===== src/rtl/noc_pkg.sv =====
// -----------------------------------------------------------------------------
// noc_pkg
// Shared NoC definitions: flit width, position of the flit valid flag and the
// flit type used by router buffers.
// -----------------------------------------------------------------------------
package noc_pkg;

    localparam int FLIT_W         = 16;
    localparam int FLIT_VALID_BIT = 15;

    typedef logic [FLIT_W-1:0] flit_t;

endpackage : noc_pkg


===== src/rtl/modport_queue.sv =====
// -----------------------------------------------------------------------------
// modport_queue
// Router input buffer: single-clock circular FIFO of flits. Any flit whose MSB
// is set is enqueued automatically; the head flit is always presented on
// data_o (all-zero when empty) and is removed by the downstream arbiter with
// pop_req_i. There is no backpressure: a push into a full queue without a
// simultaneous pop is dropped.
//
// Ports:
//   clk        in   1      clock, rising edge active
//   rst        in   1      asynchronous active-low reset
//   pop_req_i  in   1      remove head entry at next rising edge
//   data_i     in   WIDTH  incoming flit, enqueued when data_i[WIDTH-1]=1
//   data_o     out  WIDTH  head flit, 0 when queue empty
// -----------------------------------------------------------------------------
module modport_queue
    import noc_pkg::*;
#(
    parameter int WIDTH = FLIT_W,
    parameter int DEPTH = 4
) (
    input  logic             clk,
    input  logic             rst,
    input  logic             pop_req_i,
    input  logic [WIDTH-1:0] data_i,
    output logic [WIDTH-1:0] data_o
);

    localparam int                 PTR_W    = $clog2(DEPTH);
    localparam int                 CNT_W    = PTR_W + 1;
    localparam int                 VALID_B  = WIDTH - 1;
    localparam logic [CNT_W-1:0]   FULL_CNT = CNT_W'(DEPTH);

    logic [WIDTH-1:0] mem_q [DEPTH];
    logic [PTR_W-1:0] wr_ptr_q, wr_ptr_d;
    logic [PTR_W-1:0] rd_ptr_q, rd_ptr_d;
    logic [CNT_W-1:0] count_q,  count_d;

    logic empty;
    logic full;
    logic do_pop;
    logic do_push;

    assign empty   = (count_q == '0);
    assign full    = (count_q == FULL_CNT);
    assign do_pop  = pop_req_i && !empty;
    // A full queue still accepts a flit when the head leaves in the same cycle.
    assign do_push = data_i[VALID_B] && (!full || do_pop);

    // NOTE: every next-state signal gets a default first so no latch is inferred.
    always_comb begin
        wr_ptr_d = wr_ptr_q;
        rd_ptr_d = rd_ptr_q;
        count_d  = count_q;
        // DEPTH is a power of two, so pointer overflow is the modulo wrap.
        if (do_push) wr_ptr_d = wr_ptr_q + PTR_W'(1);
        if (do_pop)  rd_ptr_d = rd_ptr_q + PTR_W'(1);
        if (do_push && !do_pop)      count_d = count_q + CNT_W'(1);
        else if (do_pop && !do_push) count_d = count_q - CNT_W'(1);
    end

    // NOTE: sequential state uses non-blocking assignments so all registers
    // update together from the pre-edge values.
    always_ff @(posedge clk or negedge rst) begin
        if (!rst) begin
            wr_ptr_q <= '0;
            rd_ptr_q <= '0;
            count_q  <= '0;
        end else begin
            wr_ptr_q <= wr_ptr_d;
            rd_ptr_q <= rd_ptr_d;
            count_q  <= count_d;
        end
    end

    // NOTE: the storage array has no reset; entries are only visible once
    // count covers them, so a write landing during reset is never observed.
    always_ff @(posedge clk) begin
        if (do_push) mem_q[wr_ptr_q] <= data_i;
    end

    // Head is driven from registered state only; no path from the inputs.
    assign data_o = empty ? '0 : mem_q[rd_ptr_q];

endmodule : modport_queue


===== config.mk =====
export PLATFORM = sky130hd
export DESIGN_NAME = modport_queue
export DESIGN_NICKNAME = d
export VERILOG_FILES = /design/src/rtl/noc_pkg.sv /design/src/rtl/modport_queue.sv
export SDC_FILE = /design/constraint.sdc
export NUM_CORES = 1
export LEC_CHECK = 0
export BUFFER_PORTS_ARGS = -buffer_cell sky130_fd_sc_hd__buf_4
export CAP_MARGIN = 20
export CORE_UTILIZATION = 50
export CTS_CLUSTER_DIAMETER = 120
export CTS_CLUSTER_SIZE = 25
export DETAILED_ROUTE_END_ITERATION = 12
export MAX_ROUTING_LAYER = met4
export PLACE_DENSITY = 0.74
export SETUP_SLACK_MARGIN = 0.3
export SYNTH_ARGS = -nofsm -noshare
export SYNTH_HDL_FRONTEND = slang
export SYNTH_SLANG_ARGS = --single-unit

===== constraint.sdc =====
create_clock -name clk -period 2.18 [get_ports clk]
set_input_delay 0 -clock clk [delete_from_list [all_inputs] [get_ports clk]]
set_output_delay 0 -clock clk [all_outputs]
set_load 0.02 [all_outputs]

==> results.md, run 1 <==
CTS:
- In this run the clock root is driven by a clkbuf_8.
- The number of buffers added by the clock tree synthesis step is 9.
- In this run the number of H-tree levels came out at 3.
- TritonCTS built the clock tree.
- The clock passes through at most 2 buffers.
- Clock latency on the worst-skew pair, taken at its later pin, is 340 ps.
- The clock slew at the register clock pins of the worst setup and hold paths is 70 ps.
- The tree built by TritonCTS fans out to 71 sinks.

Detailed routing:
- For this block, the initial DRC count from the detailed router was 57.
- The number of detailed-routing iterations run before antenna repair is 4.
- Dividing the detail-routed via count by the number of cells gives 5.10.
- For this run, design rule violations remaining after detail routing come to 0.
- The via total after detailed routing is 1469.
- The total wire length is 4930 um.
- The count of nets left with antenna violations after detail routing is 0.
- The routed length per placed instance is 17.1 um.

Setup path:
- The library cell contributing the largest single delay on the critical path is o41a_1.
- The largest fanout on the critical path is 4.
- At the worst endpoint, the arrival time is 2140 ps.
- The number of cells on the worst reg-to-reg path is 5.
- On the worst path, the slowest cell contributes a delay of 460 ps.
- The required time reported for the critical path endpoint is 2410 ps.
- The start of the worst register-to-register path is count_q[0]$_DFFE_PN0P_.
- The register-to-register path setup slack is 260 ps.
- STA classifies the critical path endpoint as a flop.
- The nature of the critical path startpoint is a flop.
- The critical path is of the reg -> reg type.
- The critical path goes through o41a_1 -> ha_4 -> inv_2 -> fa_1 -> mux2_2.
- The endpoint identified for the worst register-to-register timing path is count_q[1]$_DFFE_PN0P_.

GRT:
- The maximum number of pins on one net before global-route repair is 18.
- The number of antenna violations at the first check in global routing was 0.
- The total global-route track usage is 19.1%.
- The global-route congestion overflow total is 0.
- The number of global-route vias before repair is 1577.
- The first global-routing pass estimated 7750 um of wire.

Timing:
- Setup violations remaining at the end of the flow were counted as 0.
- The total count of hold-check failures in the final report is 0.
- The worst clock skew is 10.9 ps.
- Adding up every negative setup slack in the final design gives 0 ps.
- The share of the clock period used by the worst path after layout is 87.9%.
- The minimum period implied by the final worst setup slack is 1920 ps.
- The count of pins over their slew limit was 0.
- The slew of the pin with the lowest slew margin is 450 ps.
- The relative max-transition margin is 70.0%.
- The post-layout worst setup margin is 265 ps.
- The maximum achievable frequency is 0.522 GHz.
- Setup repair after global routing could not meet its margin everywhere.

Synthesis:
- After synthesis, flip-flops and latches occupy 74.1% of the total area.
- After synthesis the cells add up to 0.00283 mm^2.
- The synthesized design spends more area on one cell type than any other, namely edfxtp_1.
- The number of nets in the synthesized netlist is 161.
- The distinct cell type count of the synthesized netlist is 19.
- The total of warnings raised by yosys is 0.
- Synthesis produced a netlist whose cell count is 136.
- Sorting the synthesized cells by area gives the leading types as edfxtp_1 68%, mux4_2 13%, dfrtp_1 6.2%, nor2b_1 3.5%, ha_1 2.2%.
- After synthesis, the largest area contributor takes up 67.9% of total cell area.
- The number of flip-flops and latches in the synthesized netlist is 71.
- In this run the mean area of a mapped cell was 20.8 um^2.

Floorplanning:
- The die covers 0.00597 mm^2.
- The starting density of the core is 51.7%.
- The placeable core region is 0.00547 mm^2.
- The top-level port count is 35.
- The height of the die is 77.2 um.
- Row generation in the floorplan step produced 27 rows.
- The width of the die is 77.2 um.

Placed design:
- At the placement stage, the worst setup path has a slack of 216 ps.
- The number of port buffers is 34.
- The half-perimeter wire length after detailed placement is 3050 um.
- The final RePlAce weighted congestion is 0.660.

Cells and area:
- In the layout the commonest cells are 64 x edfxtp_1, 49 x buf_4, 19 x dlygate4sd3_1.
- The ratio of cells with drive above 1 in the final layout is 43.5%.
- The area added between synthesis and finish is 29.9%.
- The post-layout net count is 236.
- The most common library cell in the layout ignoring fill and taps is edfxtp_1.
- The repair_antennas step left the layout with diodes totalling 0.

Flow run:
- The tool flagged a number of max-cap violations equal to 0.

Hold path:
- The worst min-delay path endpoint is rd_ptr_q[1]$_DFFE_PN0P_.
- The instance count along the most critical hold path is 4.
- The path class of the lowest-slack min-delay path is in -> reg.
- The startpoint of the most critical hold path is pop_req_i.

Outcome:
- The flow ran to the end, and the final reports show no timing, DRC or antenna violations.

Power and ir drop:
- The worst-case IR drop observed on VDD is 0.00111 V.
- The reported leakage power is 1.35 nW.
- The areal power density over the cells is 1360 mW/mm^2.
[where the power goes]
part	switching, mW	internal, mW
clock	0.477	0.524
combinational	0.984	1.04
sequential	0.138	1.82
total	1.60	3.39
[flip-flops by register name, summed over array words and instances, names as in the netlist]
register  count
mem_q        64
count_q       3
rd_ptr_q      2
wr_ptr_q      2
[cell type report]
cell class,instances,area (um^2)
sequential,71,2100
fill,391,1800
multi-input combinational,56,713
timing repair buffer,69,569
clock buffer,10,128
tap,72,90.1
clock inverter,6,61.3
inverter,4,15.0
[kinds of logic after synthesis]
kind of cell	count (synthesis)	share of synthesized area [%]
AND/OR/NAND/NOR	25	5.39
adder cells (fa/ha/maj)	6	2.92
XOR/XNOR	6	1.86
multiplexers	18	13.5
AO/OA/AOI/OAI	1	0.398
flip-flops	71	74.1
buffers and inverters	9	1.81
[worst max path at each step]
stage | from | end | cells past startpoint
3_5_place_dp | count_q[0]$_DFFE_PN0P_ | count_q[2]$_DFFE_PN0P_ | 8
2_1_floorplan | count_q[0]$_DFFE_PN0P_ | count_q[2]$_DFFE_PN0P_ | 8
3_3_place_gp | count_q[1]$_DFFE_PN0P_ | count_q[1]$_DFFE_PN0P_ | 5
4_1_cts | count_q[1]$_DFFE_PN0P_ | count_q[1]$_DFFE_PN0P_ | 5
5_1_grt | count_q[0]$_DFFE_PN0P_ | count_q[1]$_DFFE_PN0P_ | 5
6_report | count_q[0]$_DFFE_PN0P_ | count_q[1]$_DFFE_PN0P_ | 5
[Yosys cell counts (all sizes together)]
master	instances
inv	4
dfrtp	7
nand2	1
nor2b	16
xnor2	4
and2	4
clkbuf	1
mux4	16
fa	1
edfxtp	64
nor3	1
o41a	1
ha	5
mux2	2
buf	4
nand2b	1
nor2	2
xor2	2
[critical path: cells and delay by family, from the launching register on]
kind,cells,cell delay (ps)
fa+ha+maj,2,570
buf+inv,1,40
flops,1,450
mux,1,270
compound gates,1,460
[per-stage QoR]
step / cell area, um^2 / utilization (%) / cells / hold slack (ps) / power [mW]
after global placement: 3190 / 58.3 / 243 / -183 / 3.80
after CTS: 3610 / 66.0 / 281 / 37.2 / 4.94
after floorplan: 2840 / - / 136 / -296 / 3.21
final: 3680 / 67.2 / 288 / 54.3 / 4.99
after global routing: 3680 / 67.2 / 288 / 57.7 / 5.24
after detailed placement: 3190 / 58.3 / 243 / -180 / 3.88
[per-layer routing]
layer	share of wire, %	wire length [um]	GRT usage, %
met4	2.1	102	10.2
met2	55	2710	31.6
met1	40	1960	20.9
met5	0	0	-
met3	3.3	163	5.48
[timing repair]
| item | 4_1_cts | 5_1_grt |
|---|---|---|
| endpoints found under the setup margin | 78 | 14 |
| pin swaps | 2 | 2 |
| endpoints found under the hold margin | 71 | 0 |
| setup buffers | 3 | 7 |
| hold buffers | 19 | 0 |
| resized for setup | 9 | 1 |
No activity file was read; power rests on OpenSTA's default activity.
==> inputs of run 2 (changes only) <==
--- a/config.mk
+++ b/config.mk
@@ -7,6 +7,7 @@
 export LEC_CHECK = 0
 export BUFFER_PORTS_ARGS = -buffer_cell sky130_fd_sc_hd__buf_4
 export CAP_MARGIN = 20
+export CORE_ASPECT_RATIO = 1.2
 export CORE_UTILIZATION = 50
 export CTS_CLUSTER_DIAMETER = 120
 export CTS_CLUSTER_SIZE = 25
==> constraint.sdc (replaced) <==
create_clock -name clk -period 2.18 [get_ports clk]
set_input_delay 0 -clock clk [delete_from_list [all_inputs] [get_ports clk]]
set_output_delay 0 -clock clk [all_outputs]
set_load 0.05 [all_outputs]
==> results.md, run 2 (synthesis results as in run 1) <==
Power and ir drop:
- The fraction of power spent switching nets is 38.3%.
- The analysis attributes to cell leakage a power of 1.32 nW.
- The share of total power dissipated in the clock network is 16.6%.
- Across the VDD grid, the largest voltage drop is 0.000651 V.
- The power after layout is 5.36 mW.
- Combinational logic is responsible for 46.5% of the overall power.
- Power spread over the standard cell area amounts to 1490 mW/mm^2.
- The sequential cell fraction of total power is 36.8%.
- The total internal power is 3.31 mW.
- In this run the power spent charging and discharging nets is 2.05 mW.

CTS:
- The clock tree buffer depth is 2.
- The total number of H-tree levels is 3.
- TritonCTS built the clock tree.
- The clock reaches the later pin of the worst-skew pair after 330 ps.
- CTS placed an instance of clkbuf_8 at the clock tree root.
- For this design, the sink count on the clock tree is 71.
- The clock slew at the register clock pins of the worst setup and hold paths is 60 ps.
- The number of buffers added by the clock tree synthesis step is 9.

Setup path:
- The kind of critical path is reg -> reg.
- The arrival time of the worst setup path is 2140 ps.
- The nature of the critical path startpoint is a flop.
- For the worst setup path, the data required time is 2390 ps.
- The largest fanout on the critical path is 3.
- The element type at the critical path end is a flop.

Cells and area:
- In the final layout, the registers with the most flip-flops are mem_q: 64 flops, count_q: 3 flops.
- In the layout the commonest cells are 64 x edfxtp_1, 46 x buf_4, 17 x dlygate4sd3_1.
- Of the cells placed in the final design, the portion with a size suffix greater than 1 is 42.2%.
- The repair_antennas step left the layout with diodes totalling 0.
- The number of filler cells placed in the layout is 362.
- The area added between synthesis and finish is 27.4%.
- The largest register by flop count is mem_q.
- The most common library cell in the layout ignoring fill and taps is edfxtp_1.
- At the end of the flow, the number of nets in the layout was 231.
- The register with the most flip-flops in the layout has 64 of them.

Floorplanning:
- The floorplan die area is 0.00597 mm^2.
- In this run the count of I/O pins placed on the die edge is 35.
- The starting density of the core is 52.7%.
- The die is 70.7 um wide.
- In this run the vertical extent of the chip is 84.4 um.
- The floorplan has 29 rows.
- The placeable core region is 0.00537 mm^2.

Detailed routing:
- Wires add up to 4590 um.
- The count of nets left with antenna violations once routing finished came out at 0.
- In the final routed layout, each cell accounts on average for 16.8 um.
- The via total after detailed routing is 1449.
- The number of detailed-routing iterations run before antenna repair is 8.
- Using the TritonRoute via totals, the vias-per-cell ratio works out to 5.31.
- The detailed router finished its first iteration with 102 violations.
- In the routed design, unresolved DRC markers number 10.

Timing:
- Measured against its own limit, the worst slew margin works out to 69.8%.
- The share of the clock period used by the worst path after layout is 88.3%.
- The worst clock skew is 5.80 ps.
- For the pin with the worst max-slew slack, the measured transition is 453 ps.
- The setup TNS is 0 ps.
- The maximum achievable frequency is 0.519 GHz.
- Setup repair after global routing could not meet its margin everywhere.
- Setup violations remaining at the end of the flow were counted as 0.
- The count of pins over their slew limit was 0.
- After layout, the minimum clock period comes to 1930 ps.
- The total count of hold-check failures in the final report was 0.

Placed design:
- The number of port buffers is 34.
- Routability-driven placement finished with a final weighted congestion of 0.712.
- The half-perimeter wire length after detailed placement is 2940 um.

Outcome:
- The final reports fail on DRC.
- The run finished, with violations left.

Hold path:
- The path class of the lowest-slack min-delay path is in -> async.

GRT:
- For this run the aggregate overflow at the end of global routing stands at 0.
- The number of global-route vias before repair is 1487.
- The first global-routing pass estimated 7530 um of wire.
- The number of antenna violations at the first check in global routing is 0.
- The maximum number of pins on one net before global-route repair is 18.
- The total global-route track usage is 18.2%.

Flow run:
- The total of max-cap violations is 0.
[run 2: cell types whose count changed in the layout (fill, tap and decap cells not counted), sizes merged]
cell / change
dlygate4sd3: -2
buf: -3
bufinv: -1
clkinv: -2
clkbuf: +4
clkinvlp: -1
[run 2: what timing repair did]
| action | CTS | global route |
|---|---|---|
| gates resized for setup | 10 | 1 |
| hold buffers | 17 | 0 |
| setup endpoints to repair | 69 | 2 |
| setup buffers | 5 | 3 |
| pin swaps | 2 | 4 |
| endpoints found under the hold margin | 71 | 0 |
[run 2: worst max-delay path, stage by stage, from the launching register on]
cell     delay, ps
dfrtp_2        430
o41a_1         480
ha_4           190
inv_2           50
fa_1           400
mux2_2         270
[run 2: area by class of cell]
| type | count | area [um^2] | share of cell area, % |
|---|---|---|---|
| flip-flops and latches | 71 | 2100 | 58.3 |
| multi-input cells | 56 | 713 | 19.8 |
| repair buffers | 64 | 527 | 14.6 |
| well taps | 62 | 77.6 | 2.15 |
| clock inverters | 2 | 8.76 | 0.243 |
| clock buffers | 14 | 163 | 4.51 |
| inverters | 4 | 15.0 | 0.416 |
[run 2: final timing paths]
kind	from	to	slack (ps)	depth (start not counted)
setup / recovery	count_q[1]$_DFFE_PN0P_	count_q[1]$_DFFE_PN0P_	250	5
hold / removal	rst	count_q[2]$_DFFE_PN0P_	30	2
setup reg to reg	count_q[1]$_DFFE_PN0P_	count_q[1]$_DFFE_PN0P_	250	5
hold reg to reg	wr_ptr_q[1]$_DFFE_PN0P_	wr_ptr_q[1]$_DFFE_PN0P_	570	1
max in group asynchronous	rst	rd_ptr_q[1]$_DFFE_PN0P_	2010	2
min in group clk	pop_req_i	rd_ptr_q[1]$_DFFE_PN0P_	70	4
[run 2: power by group through the flow]
stage | Combinational (mW) | Sequential, mW | Clock [mW]
2_1_floorplan | 1.82 | 1.93 | 0
3_3_place_gp | 2.30 | 2.01 | 0
6_report | 2.49 | 1.98 | 0.893
4_1_cts | 2.49 | 1.98 | 0.912
3_5_place_dp | 2.35 | 2.04 | 0
5_1_grt | 2.65 | 2.00 | 0.969
[run 2: metal layers]
layer  GRT usage [%]  wire length, um  up-vias  part of all wire, %
li1                -                -      664                    -
met1            20.6             1840      742                   40
met2            29.5             2480       32                   54
met3            4.68              176       11                  3.8
met4            10.0               97        0                  2.1
met5               -                0        -                    0
[run 2: through the flow]
| stage | area (um^2) | std cells | hold WS (ps) | setup slack, ps | utilization (%) |
|---|---|---|---|---|---|
| 2_1_floorplan | 2840 | 136 | -296 | 225 | - |
| 3_3_place_gp | 3170 | 232 | -182 | 294 | 59.1 |
| 3_5_place_dp | 3170 | 232 | -176 | 231 | 59.1 |
| 4_1_cts | 3570 | 270 | 2.80 | 268 | 66.5 |
| 5_1_grt | 3610 | 273 | 22.6 | 209 | 67.1 |
| 6_report | 3610 | 273 | 27.4 | 254 | 67.1 |
==> inputs of run 3 (changes only) <==
--- a/config.mk
+++ b/config.mk
@@ -12,6 +12,7 @@
 export CTS_CLUSTER_DIAMETER = 120
 export CTS_CLUSTER_SIZE = 25
 export DETAILED_ROUTE_END_ITERATION = 12
+export HOLD_SLACK_MARGIN = 0.15
 export MAX_ROUTING_LAYER = met4
 export PLACE_DENSITY = 0.74
 export SETUP_SLACK_MARGIN = 0.3
==> results.md, run 3 (synthesis results as in run 1) <==
Outcome:
- The flow ran to the end, but the final reports show violations.
- The checks that failed: DRC.

GRT:
- The total global-route track usage is 18.3%.
- The wire length of the first global-routing pass is 7560 um.
- Entering global routing, the biggest net connects 18 pins.
- The number of global-route vias before repair came to 1503.
- The global-route congestion overflow total is 0.
- The number of antenna violations at the first check in global routing is 0.

Detailed routing:
- After detailed routing, the average wire length per cell comes to 16.8 um.
- For this run, design rule violations remaining after detail routing come to 10.
- The first detailed-routing pass ran for 8 iterations.
- The routed layout has 1455 vias.
- Wires add up to 4620 um.
- The per-cell via count in the routed design is 5.29.
- The count of nets left with antenna violations once routing finished came out at 0.
- The count of routing violations after the opening detailed-route iteration is 98.

CTS:
- The root buffer cell chosen for the clock tree is clkbuf_8.
- For the worst-skew pair, the clock arrives at the later sink with an insertion delay of 330 ps.
- The total number of H-tree levels is 3.
- The clock passes through at most 2 buffers.
- The clock slew at the register clock pins of the worst setup and hold paths is 70 ps.
- Counting every sink on the clock net gives 71.
- The CTS tree is yes.
- The number of buffers added by the clock tree synthesis step is 9.

Cells and area:
- Leaving out fill and tap cells, the most frequent cells in the layout are 64 x edfxtp_1, 46 x buf_4, 19 x dlygate4sd3_1.
- The most common library cell in the layout ignoring fill and taps is edfxtp_1.
- The post-layout net count is 233.
- The area added between synthesis and finish is 28.1%.
- The largest registers in the layout are mem_q: 64 flops, count_q: 3 flops.
- The largest register by flop count is mem_q.
- Cells with a size suffix above 1 make up 41.8% of the layout.
- Fill cells in the final layout number 359.
- 0 antenna diodes ended up in the layout.
- The register with the most flip-flops in the layout has 64 of them.

Hold path:
- The path class of the lowest-slack min-delay path is in -> reg.
- The worst min-delay path endpoint is mem_q[0][3]$_DFFE_PP_.
- The instance count along the most critical hold path is 2.
- The worst hold path begins at data_i[3].

Floorplanning:
- The starting density of the core is 52.7%.
- The floorplan die area is 0.00597 mm^2.
- In this run the standard cell core region covers 0.00537 mm^2.
- From bottom edge to top edge, the die measures 84.4 um.
- The initialized floorplan defines 29 standard-cell rows.
- The die is 70.7 um wide.
- 35 I/O pins were placed.

Setup path:
- The slowest stage of the critical path belongs to the cell o41a_1.
- The gate family responsible for the most delay along the worst path is adder cells.
- The nature of the critical path startpoint is a flop.
- Measured in cells, the most critical reg-to-reg path has a length of 5.
- On the worst path, the slowest cell contributes a delay of 480 ps.
- The element type at the critical path end is a flop.
- The arrival time of the worst setup path is 2150 ps.
- The required time reported for the critical path endpoint is 2390 ps.
- The register-to-register path setup slack is 240 ps.
- The startpoint identified for the worst register-to-register timing path is count_q[1]$_DFFE_PN0P_.
- The critical path goes through o41a_1 -> ha_4 -> inv_2 -> fa_1 -> mux2_2.
- The capturing point of the worst reg2reg path is count_q[1]$_DFFE_PN0P_.
- Counting both buffers and inverters, the worst setup path holds a total of 1.
- The largest fanout on the critical path is 3.
- The worst setup path is of the reg -> reg kind.

Timing:
- After layout, the worst path uses 88.8% of the clock period.
- The total count of hold-check failures in the final report is 0.
- Setup repair after global routing could not meet its margin everywhere.
- The slew of the pin with the lowest slew margin is 455 ps.
- The minimum period implied by the final worst setup slack is 1940 ps.
- The relative max-transition margin is 69.6%.
- The worst clock skew is 5.83 ps.
- Setup violations remaining at the end of the flow were counted as 0.
- Timing would allow up to 0.516 GHz.
- The count of pins over their slew limit is 0.
- Across all hold checks on the routed design, the worst slack comes to 413 ps.
- In the final timing run, aggregate negative setup slack is 0 ps.

Power and ir drop:
- The power after layout is 5.37 mW.
- Summed over all cells, the static leakage comes to 1.33 nW.
- In this run the power density over the cells is 1480 mW/mm^2.
- IR analysis of the VDD net gives a maximum drop of 0.000652 V.

Flow run:
- The tool flagged a number of max-cap violations equal to 0.

Placed design:
- The congestion estimate from routability-driven global placement came to 0.712.
- The number of port buffers is 34.
- The half-perimeter wire length after detailed placement is 2940 um.
==> run 3: layout make-up <==
type | count | area (um^2) | share of cell area [%]
clock buffer | 14 | 163 | 4.49
clock inverter | 2 | 8.76 | 0.242
inverter | 4 | 15.0 | 0.414
multi-input combinational | 56 | 713 | 19.7
sequential | 71 | 2100 | 58.0
tap | 62 | 77.6 | 2.14
timing repair buffer | 66 | 547 | 15.1
==> run 3: stage by stage <==
step	setup slack, ps	cells	util (%)	instance area [um^2]
after global placement	294	232	59.1	3170
after detailed placement	231	232	59.1	3170
after CTS	268	272	66.9	3590
after global routing	206	275	67.5	3630
after floorplan	225	136	-	2840
final	244	275	67.5	3630
==> run 3: report_power, final <==
group / total, mW / internal [mW] / switching (mW)
logic: 2.50 / 1.02 / 1.48
clock network: 0.893 / 0.471 / 0.422
registers: 1.97 / 1.82 / 0.150
==> run 3: timing repair <==
action                                  in CTS  in global routing
hold endpoints to repair                    73                  0
buffers inserted                             5                  3
endpoints found under the setup margin      69                  2
pin swaps                                    2                  4
hold buffers                                19                  0
resized for setup                           10                  1
==> run 3: metal layers <==
metal | global-route usage [%] | routed length [um] | vias up | share of wire, %
li1 | - | - | 668 | -
met1 | 20.5 | 1820 | 745 | 39
met5 | - | 0 | - | 0
met4 | 10.0 | 97 | 0 | 2.1
met3 | 4.68 | 178 | 11 | 3.9
met2 | 29.8 | 2520 | 31 | 55
==> run 3: worst max path at each step <==
stage / startpoint / endpoint / slack (ps) / cells past startpoint
6_report: count_q[1]$_DFFE_PN0P_ / count_q[1]$_DFFE_PN0P_ / 240 / 5
5_1_grt: count_q[1]$_DFFE_PN0P_ / count_q[1]$_DFFE_PN0P_ / 210 / 5
4_1_cts: count_q[1]$_DFFE_PN0P_ / count_q[1]$_DFFE_PN0P_ / 270 / 5
3_5_place_dp: count_q[1]$_DFFE_PN0P_ / count_q[2]$_DFFE_PN0P_ / 230 / 8
3_3_place_gp: count_q[1]$_DFFE_PN0P_ / count_q[1]$_DFFE_PN0P_ / 290 / 5
2_1_floorplan: count_q[0]$_DFFE_PN0P_ / count_q[2]$_DFFE_PN0P_ / 220 / 8
